<file path="src/rtl/pc_controller_pkg.sv">
// Shared constants for the fetch-side PC controller: FSM encodings,
// default reset/exception vectors and the sequential PC increment.
package pc_controller_pkg;

    typedef enum logic [1:0] {
        ST_BOOT  = 2'd0,
        ST_RUN   = 2'd1,
        ST_STALL = 2'd2,
        ST_HALT  = 2'd3
    } pc_state_e;

    localparam logic [31:0] PC_RESET_VECTOR = 32'h0000_0000;
    localparam logic [31:0] PC_EXC_VECTOR   = 32'h0000_0080;
    localparam logic [31:0] PC_INCR         = 32'd4;

    // Instruction addresses must be word aligned.
    function automatic logic is_misaligned(input logic [31:0] addr);
        return addr[1:0] != 2'b00;
    endfunction

endpackage

</file>
<file path="src/rtl/program_counter.sv">
// Fetch address register: loads next_address every cycle, async reset to RESET_VALUE.
module program_counter #(
    parameter logic [31:0] RESET_VALUE = 32'h0000_0000
) (
    input  logic        clk,
    input  logic        reset,
    input  logic [31:0] next_address,
    output logic [31:0] current_address
);

    logic [31:0] addr_q;
    logic [31:0] addr_d;

    always_comb begin
        addr_d = next_address;
    end

    always_ff @(posedge clk or posedge reset) begin
        if (reset) begin
            addr_q <= RESET_VALUE;
        end else begin
            addr_q <= addr_d;
        end
    end

    assign current_address = addr_q;

endmodule

</file>
<file path="src/rtl/pc_controller.sv">
// Next-PC selection and BOOT/RUN/STALL/HALT sequencing around the program_counter register.
module pc_controller
    import pc_controller_pkg::*;
#(
    parameter logic [31:0] RESET_VECTOR = PC_RESET_VECTOR,
    parameter logic [31:0] EXC_VECTOR   = PC_EXC_VECTOR
) (
    input  logic        clk,
    input  logic        reset,
    input  logic        stall,
    input  logic        branch_taken,
    input  logic [31:0] branch_target,
    input  logic        jump,
    input  logic [31:0] jump_target,
    input  logic        exception,
    input  logic        halt_req,
    input  logic        resume,
    output logic [31:0] pc,
    output logic        pc_valid,
    output logic        flush,
    output logic [31:0] epc,
    output logic [1:0]  state
);

    pc_state_e   state_q, state_d;
    logic        pc_valid_q, pc_valid_d;
    logic        flush_q, flush_d;
    logic [31:0] epc_q, epc_d;
    logic [31:0] pc_d;

    logic        redirect;
    logic [31:0] redirect_target;
    logic        bad_target;
    logic        take_trap;
    logic [31:0] pc_seq;

    program_counter #(
        .RESET_VALUE (RESET_VECTOR)
    ) u_pc (
        .clk             (clk),
        .reset           (reset),
        .next_address    (pc_d),
        .current_address (pc)
    );

    always_comb begin
        // Jump outranks branch, so only the selected target's alignment matters.
        redirect        = jump | branch_taken;
        redirect_target = jump ? jump_target : branch_target;
        bad_target      = redirect && is_misaligned(redirect_target);
        pc_seq          = pc + PC_INCR;
        take_trap       = 1'b0;
        if (state_q != ST_BOOT) begin
            take_trap = exception || (state_q != ST_HALT && bad_target);
        end
    end

    always_comb begin
        state_d    = state_q;
        pc_d       = pc;
        pc_valid_d = pc_valid_q;
        flush_d    = 1'b0;
        epc_d      = epc_q;

        if (take_trap) begin
            state_d    = ST_RUN;
            pc_d       = EXC_VECTOR;
            pc_valid_d = 1'b1;
            flush_d    = 1'b1;
            epc_d      = pc;
        end else begin
            case (state_q)
                ST_BOOT: begin
                    state_d    = ST_RUN;
                    pc_d       = RESET_VECTOR;
                    pc_valid_d = 1'b1;
                end
                ST_RUN, ST_STALL: begin
                    if (redirect) begin
                        state_d    = ST_RUN;
                        pc_d       = redirect_target;
                        pc_valid_d = 1'b1;
                        flush_d    = 1'b1;
                    end else if (halt_req && !resume) begin
                        state_d    = ST_HALT;
                        pc_valid_d = 1'b0;
                    end else if (stall) begin
                        state_d    = ST_STALL;
                        pc_valid_d = 1'b1;
                    end else begin
                        state_d    = ST_RUN;
                        pc_d       = pc_seq;
                        pc_valid_d = 1'b1;
                    end
                end
                ST_HALT: begin
                    // Simultaneous halt_req and resume cancel out.
                    if (resume && !halt_req) begin
                        state_d    = ST_RUN;
                        pc_d       = pc_seq;
                        pc_valid_d = 1'b1;
                    end else begin
                        pc_valid_d = 1'b0;
                    end
                end
                default: begin
                    state_d    = ST_BOOT;
                    pc_d       = RESET_VECTOR;
                    pc_valid_d = 1'b0;
                end
            endcase
        end
    end

    always_ff @(posedge clk or posedge reset) begin
        if (reset) begin
            state_q    <= ST_BOOT;
            pc_valid_q <= 1'b0;
            flush_q    <= 1'b0;
            epc_q      <= 32'h0;
        end else begin
            state_q    <= state_d;
            pc_valid_q <= pc_valid_d;
            flush_q    <= flush_d;
            epc_q      <= epc_d;
        end
    end

    assign pc_valid = pc_valid_q;
    assign flush    = flush_q;
    assign epc      = epc_q;
    assign state    = state_q;

endmodule

</file>
<file path="config.mk">
export PLATFORM = sky130hd
export DESIGN_NAME = pc_controller
export DESIGN_NICKNAME = d
export VERILOG_FILES = /design/src/rtl/pc_controller_pkg.sv /design/src/rtl/program_counter.sv /design/src/rtl/pc_controller.sv
export SDC_FILE = /design/constraint.sdc
export NUM_CORES = 1
export LEC_CHECK = 0
export CELL_PAD_IN_SITES_DETAIL_PLACEMENT = 1
export CELL_PAD_IN_SITES_GLOBAL_PLACEMENT = 1
export CORE_UTILIZATION = 36
export CTS_BUF_LIST = sky130_fd_sc_hd__clkbuf_4
export DETAILED_ROUTE_END_ITERATION = 16
export PLACE_DENSITY_LB_ADDON = 0.25
export SYNTH_ARGS = -nofsm -noshare
export SYNTH_HDL_FRONTEND = slang
export SYNTH_HIERARCHICAL = 1
export SYNTH_SLANG_ARGS = --single-unit
</file>
<file path="constraint.sdc">
create_clock -name clk -period 3 [get_ports clk]
set_clock_uncertainty 0.05 [all_clocks]
set_input_delay 0.9 -clock clk [delete_from_list [all_inputs] [get_ports clk]]
set_output_delay 0.9 -clock clk [all_outputs]
set_load 0.02 [all_outputs]
</file>
==> results.json, run 1 <==
{
  "path_cells": "clkdlybuf4s50_1",
  "ant_nets": 0,
  "power_frac_seq_pct": 40.0,
  "start_util_pct": 37.2,
  "power.density_mw_per_mm2": 458,
  "post_cts_buffers": 0,
  "grt_pass1_vias": 5170,
  "yosysWarnings": 6,
  "hpwl_um": 13800,
  "diodes": 0,
  "cp_max_fo": 11,
  "die_w_um": 114,
  "clkTransAtPathRegs_ns": 0.13,
  "ys_seq_area_share_pct": 38.0,
  "nFillCells": 1375,
  "syn-cell-area_mm2": 0.00448,
  "slew_headroom_pct": 59.3,
  "critical_path_buf_inv_count": 1,
  "avgSynthCellArea_um2": 9.36,
  "port_buffers": 139,
  "vias": 4797,
  "cts_hold_buf": 0,
  "synthesis.instances": 479,
  "finalSetupViolations": 0,
  "wl_um": 18100,
  "power.switching_w": 0.00103,
  "cts.repair.resized": 0,
  "critPathKind": "reg -> out",
  "synth-edff-count": 0,
  "swShare_pct": 34.6,
  "io_pins": 140,
  "total_power_w": 0.00297,
  "layout_commonest_cell": "clkdlybuf4s50_1",
  "finalHoldViolations": 0,
  "syn_nets": 554,
  "max_freq_mhz": 368,
  "hp-class": "reg -> reg",
  "yosysUniqueCellTypes": 65,
  "maxCapViolations": 0,
  "worstMarginPinSlew_ns": 0.606,
  "core_region_area_mm2": 0.0121,
  "internal_power_w": 0.00194,
  "ir_drop_uv": 216,
  "synth_seq_cells": 68,
  "drt_pass1_iterations": 4,
  "die_area_mm2": 0.0129,
  "numCtsBuffers": 9,
  "clock_path_buffers": 2,
  "fin_crit_sh_pct": 90.6,
  "grt_start_max_net_pins": 33,
  "dieHeight_um": 114,
  "first_iter_violations": 213,
  "gp_congestion": 0.905,
  "track_usage_pct": 29.2,
  "dp_cells": 802,
  "leakagePower_nw": 2.66,
  "critPathRequiredTime_ns": 2.05,
  "row_count": 40,
  "cts_tree": "done",
  "clock-sinks": 68,
  "cp_top_family": "buffers and inverters",
  "rsz0062_at_grt": "false",
  "fin_setup_tns_ns": 0,
  "p_comb_share_pct": 33.0,
  "status": "finished, final reports clean",
  "h-tree-depth": 3,
  "vias_per_cell": 5.86,
  "fin_crit_ns": 2.72,
  "endpoint_kind": "output pin",
  "mostFrequentLayoutCells": "139 x clkdlybuf4s50_1, 68 x dfrtp_1, 42 x buf_4",
  "drc": 0,
  "slowest_stage": "clkdlybuf4s50_1",
  "cp_slowest_stage_delay_ns": 0.69,
  "grt_pass1_wl_um": 28500,
  "syn2layout_area_growth_pct": 44.7,
  "wl_per_cell_um": 22.2,
  "cts-root-buf": "clkbuf_4",
  "antenna_found_initial": 0,
  "nets": 720,
  "grt_overflow": 0,
  "start_kind": "flip-flop",
  "clock_power_share_pct": 26.9,
  "drive_gt1_share_pct": 17.4,
  "synthArstFlopShare_pct": 100,
  "slew_violations": 0,
  "ys.flop_type": "dfrtp_1",
  "critPathArrivalTime_ns": 1.77,
  "instances_no_fill": 818,
  "clk_latency_ns": 0.46
}
## worst reg2reg max path, stage by stage, from the launching register on
cell	delay, ns
dfrtp_1	0.59
ha_1	0.32
nand3_2	0.24
or4_4	0.62
or3_1	0.37
a221oi_2	0.23
o21ai_1	0.12
## state kept, by name, indices dropped and copies added, names as in the netlist
| name | flops |
|---|---|
| flush | 1 |
| state | 2 |
| epc | 32 |
| pc_valid | 1 |
| u_pc/current_address | 32 |
## Yosys cell counts (14+ instances only)
library cell,instances,area [µm²]
dfrtp_1,68,1700
nor2_1,42,158
mux2_2,36,405
nand2_1,28,105
a21oi_1,22,110
nand3_1,22,110
o21ai_0,21,105
nor3_1,19,95.1
mux2i_1,16,160
inv_1,14,52.6
nand4_1,14,87.6
o22ai_1,14,87.6
## stage by stage
step	setup WS [ns]	hold WS [ns]	util (%)	instance area (µm²)
finish	0.282	0.470	53.8	6480
global route	0.203	0.488	53.8	6480
CTS	0.255	0.472	53.8	6480
detailed placement	-0.0615	0.446	52.3	6300
global placement	0.0102	0.441	52.3	6300
floorplan	0.466	0.586	-	4480
## power by group through the flow
stage | Sequential (W) | Combinational [W] | Clock, W
after floorplan | 0.00128 | 0.000358 | 0
after global placement | 0.00120 | 0.000956 | 0
after detailed placement | 0.00121 | 0.000979 | 0
after CTS | 0.00119 | 0.000985 | 0.000813
after global routing | 0.00121 | 0.00105 | 0.000852
final | 0.00119 | 0.000982 | 0.000801
## kinds of logic after synthesis
logic type,after synthesis,share of synthesized area [%]
multiplexers,52,12.6
buffers and inverters,44,5.25
XOR/XNOR,7,1.37
AND/OR/NAND/NOR,186,23.8
flip-flops,68,38.0
AO/OA/AOI/OAI,119,18.2
adder cells (fa/ha/maj),3,0.838
## worst paths after layout
path / start / to / slack [ns] / cells after the start
setup / recovery: u_pc/current_address[6] / pc[6] / 0.28 / 1
hold / removal: epc[29] / epc[29] / 0.47 / 1
setup reg to reg: u_pc/current_address[2] / u_pc/current_address[20] / 0.34 / 6
hold reg to reg: epc[29] / epc[29] / 0.47 / 1
max in group asynchronous: reset / u_pc/current_address[15] / 1.73 / 3
min in group asynchronous: reset / epc[24] / 0.74 / 3
## area by class of cell
cell class / count / area (µm²) / area share (%)
Clock buffer: 9 / 67.6 / 1.04
Clock inverter: 7 / 114 / 1.76
Inverter: 14 / 52.6 / 0.810
Multi-Input combinational cell: 367 / 2550 / 39.4
Sequential cell: 68 / 1700 / 26.2
Tap cell: 168 / 210 / 3.24
Timing Repair Buffer: 185 / 1790 / 27.6
## layer usage
metal,global-route usage [%],vias to the layer above,part of all wire (%)
met5,0,-,0
met4,11.7,0,2.2
met3,4.57,31,6.2
met2,49.7,193,49
met1,37.0,2409,42
li1,-,2164,-
(Power assumes the default switching activity.)
==> run 2: changes to the inputs <==
--- a/config.mk
+++ b/config.mk
@@ -5,10 +5,9 @@
 export SDC_FILE = /design/constraint.sdc
 export NUM_CORES = 1
 export LEC_CHECK = 0
-export CELL_PAD_IN_SITES_DETAIL_PLACEMENT = 1
-export CELL_PAD_IN_SITES_GLOBAL_PLACEMENT = 1
-export CORE_UTILIZATION = 36
+export CORE_UTILIZATION = 40
 export CTS_BUF_LIST = sky130_fd_sc_hd__clkbuf_4
+export CTS_CLUSTER_DIAMETER = 100
 export DETAILED_ROUTE_END_ITERATION = 16
 export PLACE_DENSITY_LB_ADDON = 0.25
 export SYNTH_ARGS = -nofsm -noshare
==> run 2 against run 1 <==
  * Worst setup slack got worse by 0.061 ns
  * Non-clock buffer count decreased by 1
  * First-iteration DRC count grew 56%
  * Clock power fell by 25%
  * Via count is 0.69% lower
  * Worst hold slack lost 0.0039 ns
  * Combinational power fell by 2.4%
  * Die area decreased by 9.8%
  * Critical path type is now in -> reg
  * Highest routed layer unchanged
==> results.json, run 2 (synthesis gave the netlist of run 1 again) <==
{
  "drt_pass1_iterations": 5,
  "grt_start_max_net_pins": 33,
  "drive_gt1_share_pct": 17.4,
  "instances_no_fill": 788,
  "cp_slowest_stage_delay_ns": 0.66,
  "wl_per_cell_um": 20.3,
  "cts_tree": "done",
  "finalSetupViolations": 0,
  "wl_um": 16000,
  "multiInputGateArea_mm2": 0.00255,
  "hp-class": "reg -> reg",
  "path_cells": "clkdlybuf4s50_1 -> nor2b_1 -> o32a_1 -> nand2b_1 -> nor3_1 -> o31a_1",
  "die_area_mm2": 0.0116,
  "cts_hold_buf": 0,
  "cts-root-buf": "clkbuf_4",
  "leakagePower_nw": 2.64,
  "diodes": 0,
  "vias": 4764,
  "clk_latency_ns": 0.44,
  "r2r_cells": 7,
  "place_area_mm2": 0.00625,
  "cts.repair.resized": 0,
  "critPathKind": "in -> reg",
  "io_pins": 140,
  "nFillCells": 981,
  "critPathRequiredTime_ns": 3.28,
  "status": "finished, final reports clean",
  "port_buffers": 139,
  "fin_crit_sh_pct": 92.6,
  "hold-path-cell-count": 1,
  "vias_per_cell": 6.05,
  "final_core_util_pct": 58.6,
  "fin_crit_ns": 2.78,
  "syn2layout_area_growth_pct": 42.3,
  "endpoint_kind": "flip-flop",
  "grt_pass1_vias": 4717,
  "track_usage_pct": 29.0,
  "clkTransAtPathRegs_ns": 0.11,
  "register_area_mm2": 0.00170,
  "cp_max_fo": 9,
  "h-tree-depth": 3,
  "hpwl_um": 12100,
  "critPathArrivalTime_ns": 3.06,
  "drc": 0,
  "rsz0062_at_grt": "false",
  "core_region_area_mm2": 0.0109,
  "die_w_um": 108,
  "start_util_pct": 41.2,
  "max_freq_mhz": 360,
  "start_kind": "input port",
  "antenna_found_initial": 0,
  "dieHeight_um": 108,
  "row_count": 38,
  "slew_headroom_pct": 46.3,
  "ant_nets": 0,
  "clock-sinks": 68,
  "slew_violations": 0,
  "nets": 719,
  "maxCapViolations": 0,
  "ir_drop_uv": 315,
  "mostFrequentLayoutCells": "139 x clkdlybuf4s50_1, 68 x dfrtp_1, 42 x buf_4",
  "final_area_mm2": 0.00638,
  "finalHoldViolations": 0,
  "numCtsBuffers": 9,
  "first_iter_violations": 333,
  "slowest_stage": "nor2b_1",
  "gp_congestion": 0.884,
  "dp_cells": 773,
  "grt_pass1_wl_um": 25400,
  "layout_commonest_cell": "clkdlybuf4s50_1",
  "grt_overflow": 0,
  "post_cts_buffers": 0,
  "power.density_mw_per_mm2": 429,
  "worstMarginPinSlew_ns": 0.803,
  "clock_path_buffers": 2
}
==> run 2: changes by cell type in the layout (fill, tap and decap cells not counted) <==
cell,previous run,this run
clkinv_1,2,0
clkinv_2,0,3
clkinvlp_4,1,0
clkinv_4,0,1
inv_6,1,0
bufinv_16,3,1
clkbuf_4,9,10
buf_12,4,3
==> run 2: layout make-up <==
| class | count | area share (%) |
|---|---|---|
| clock buffers | 10 | 1.18 |
| clock inverters | 5 | 0.844 |
| inverters | 14 | 0.824 |
| multi-input cells | 367 | 40.0 |
| flip-flops and latches | 68 | 26.7 |
| well taps | 140 | 2.75 |
| repair buffers | 184 | 27.7 |
==> run 2: critical path, delay by kind of cell <==
family                 cells  cell delay [ns]
AOI/OAI and AO/OA          2             0.74
buffers and inverters      1             0.51
and+or+nand+nor            3             0.91
==> run 2: final timing paths <==
check | start | end | slack [ns]
worst max-delay path | halt_req | u_pc/current_address[13] | 0.22
worst max register to register | state[0] | u_pc/current_address[18] | 0.51
worst min register to register | epc[28] | epc[28] | 0.47
worst min-delay path | epc[28] | epc[28] | 0.47
min in group asynchronous | reset | epc[15] | 0.78
max in group asynchronous | reset | u_pc/current_address[3] | 1.70
==> run 2: per-layer routing <==
metal	track usage [%]	vias up	part of all wire [%]
li1	-	2159	-
met1	37.2	2329	41
met2	47.5	244	48
met3	6.23	32	7.5
met4	10.8	0	3.1
met5	0	-	0
==> run 2: stage by stage <==
stage	TNS, ns	hold slack (ns)	setup WS (ns)	power, W
2_1_floorplan	0	0.586	0.466	0.00164
3_3_place_gp	-0.802	0.440	-0.105	0.00213
3_5_place_dp	-2.32	0.444	-0.184	0.00215
4_1_cts	0	0.470	0.248	0.00276
5_1_grt	0	0.484	0.0841	0.00288
6_report	0	0.466	0.221	0.00274
==> run 2: power breakdown <==
group          switching [W]  internal, W
registers           0.000153      0.00103
clock network       0.000345     0.000256
logic               0.000462     0.000496
total               0.000960      0.00178
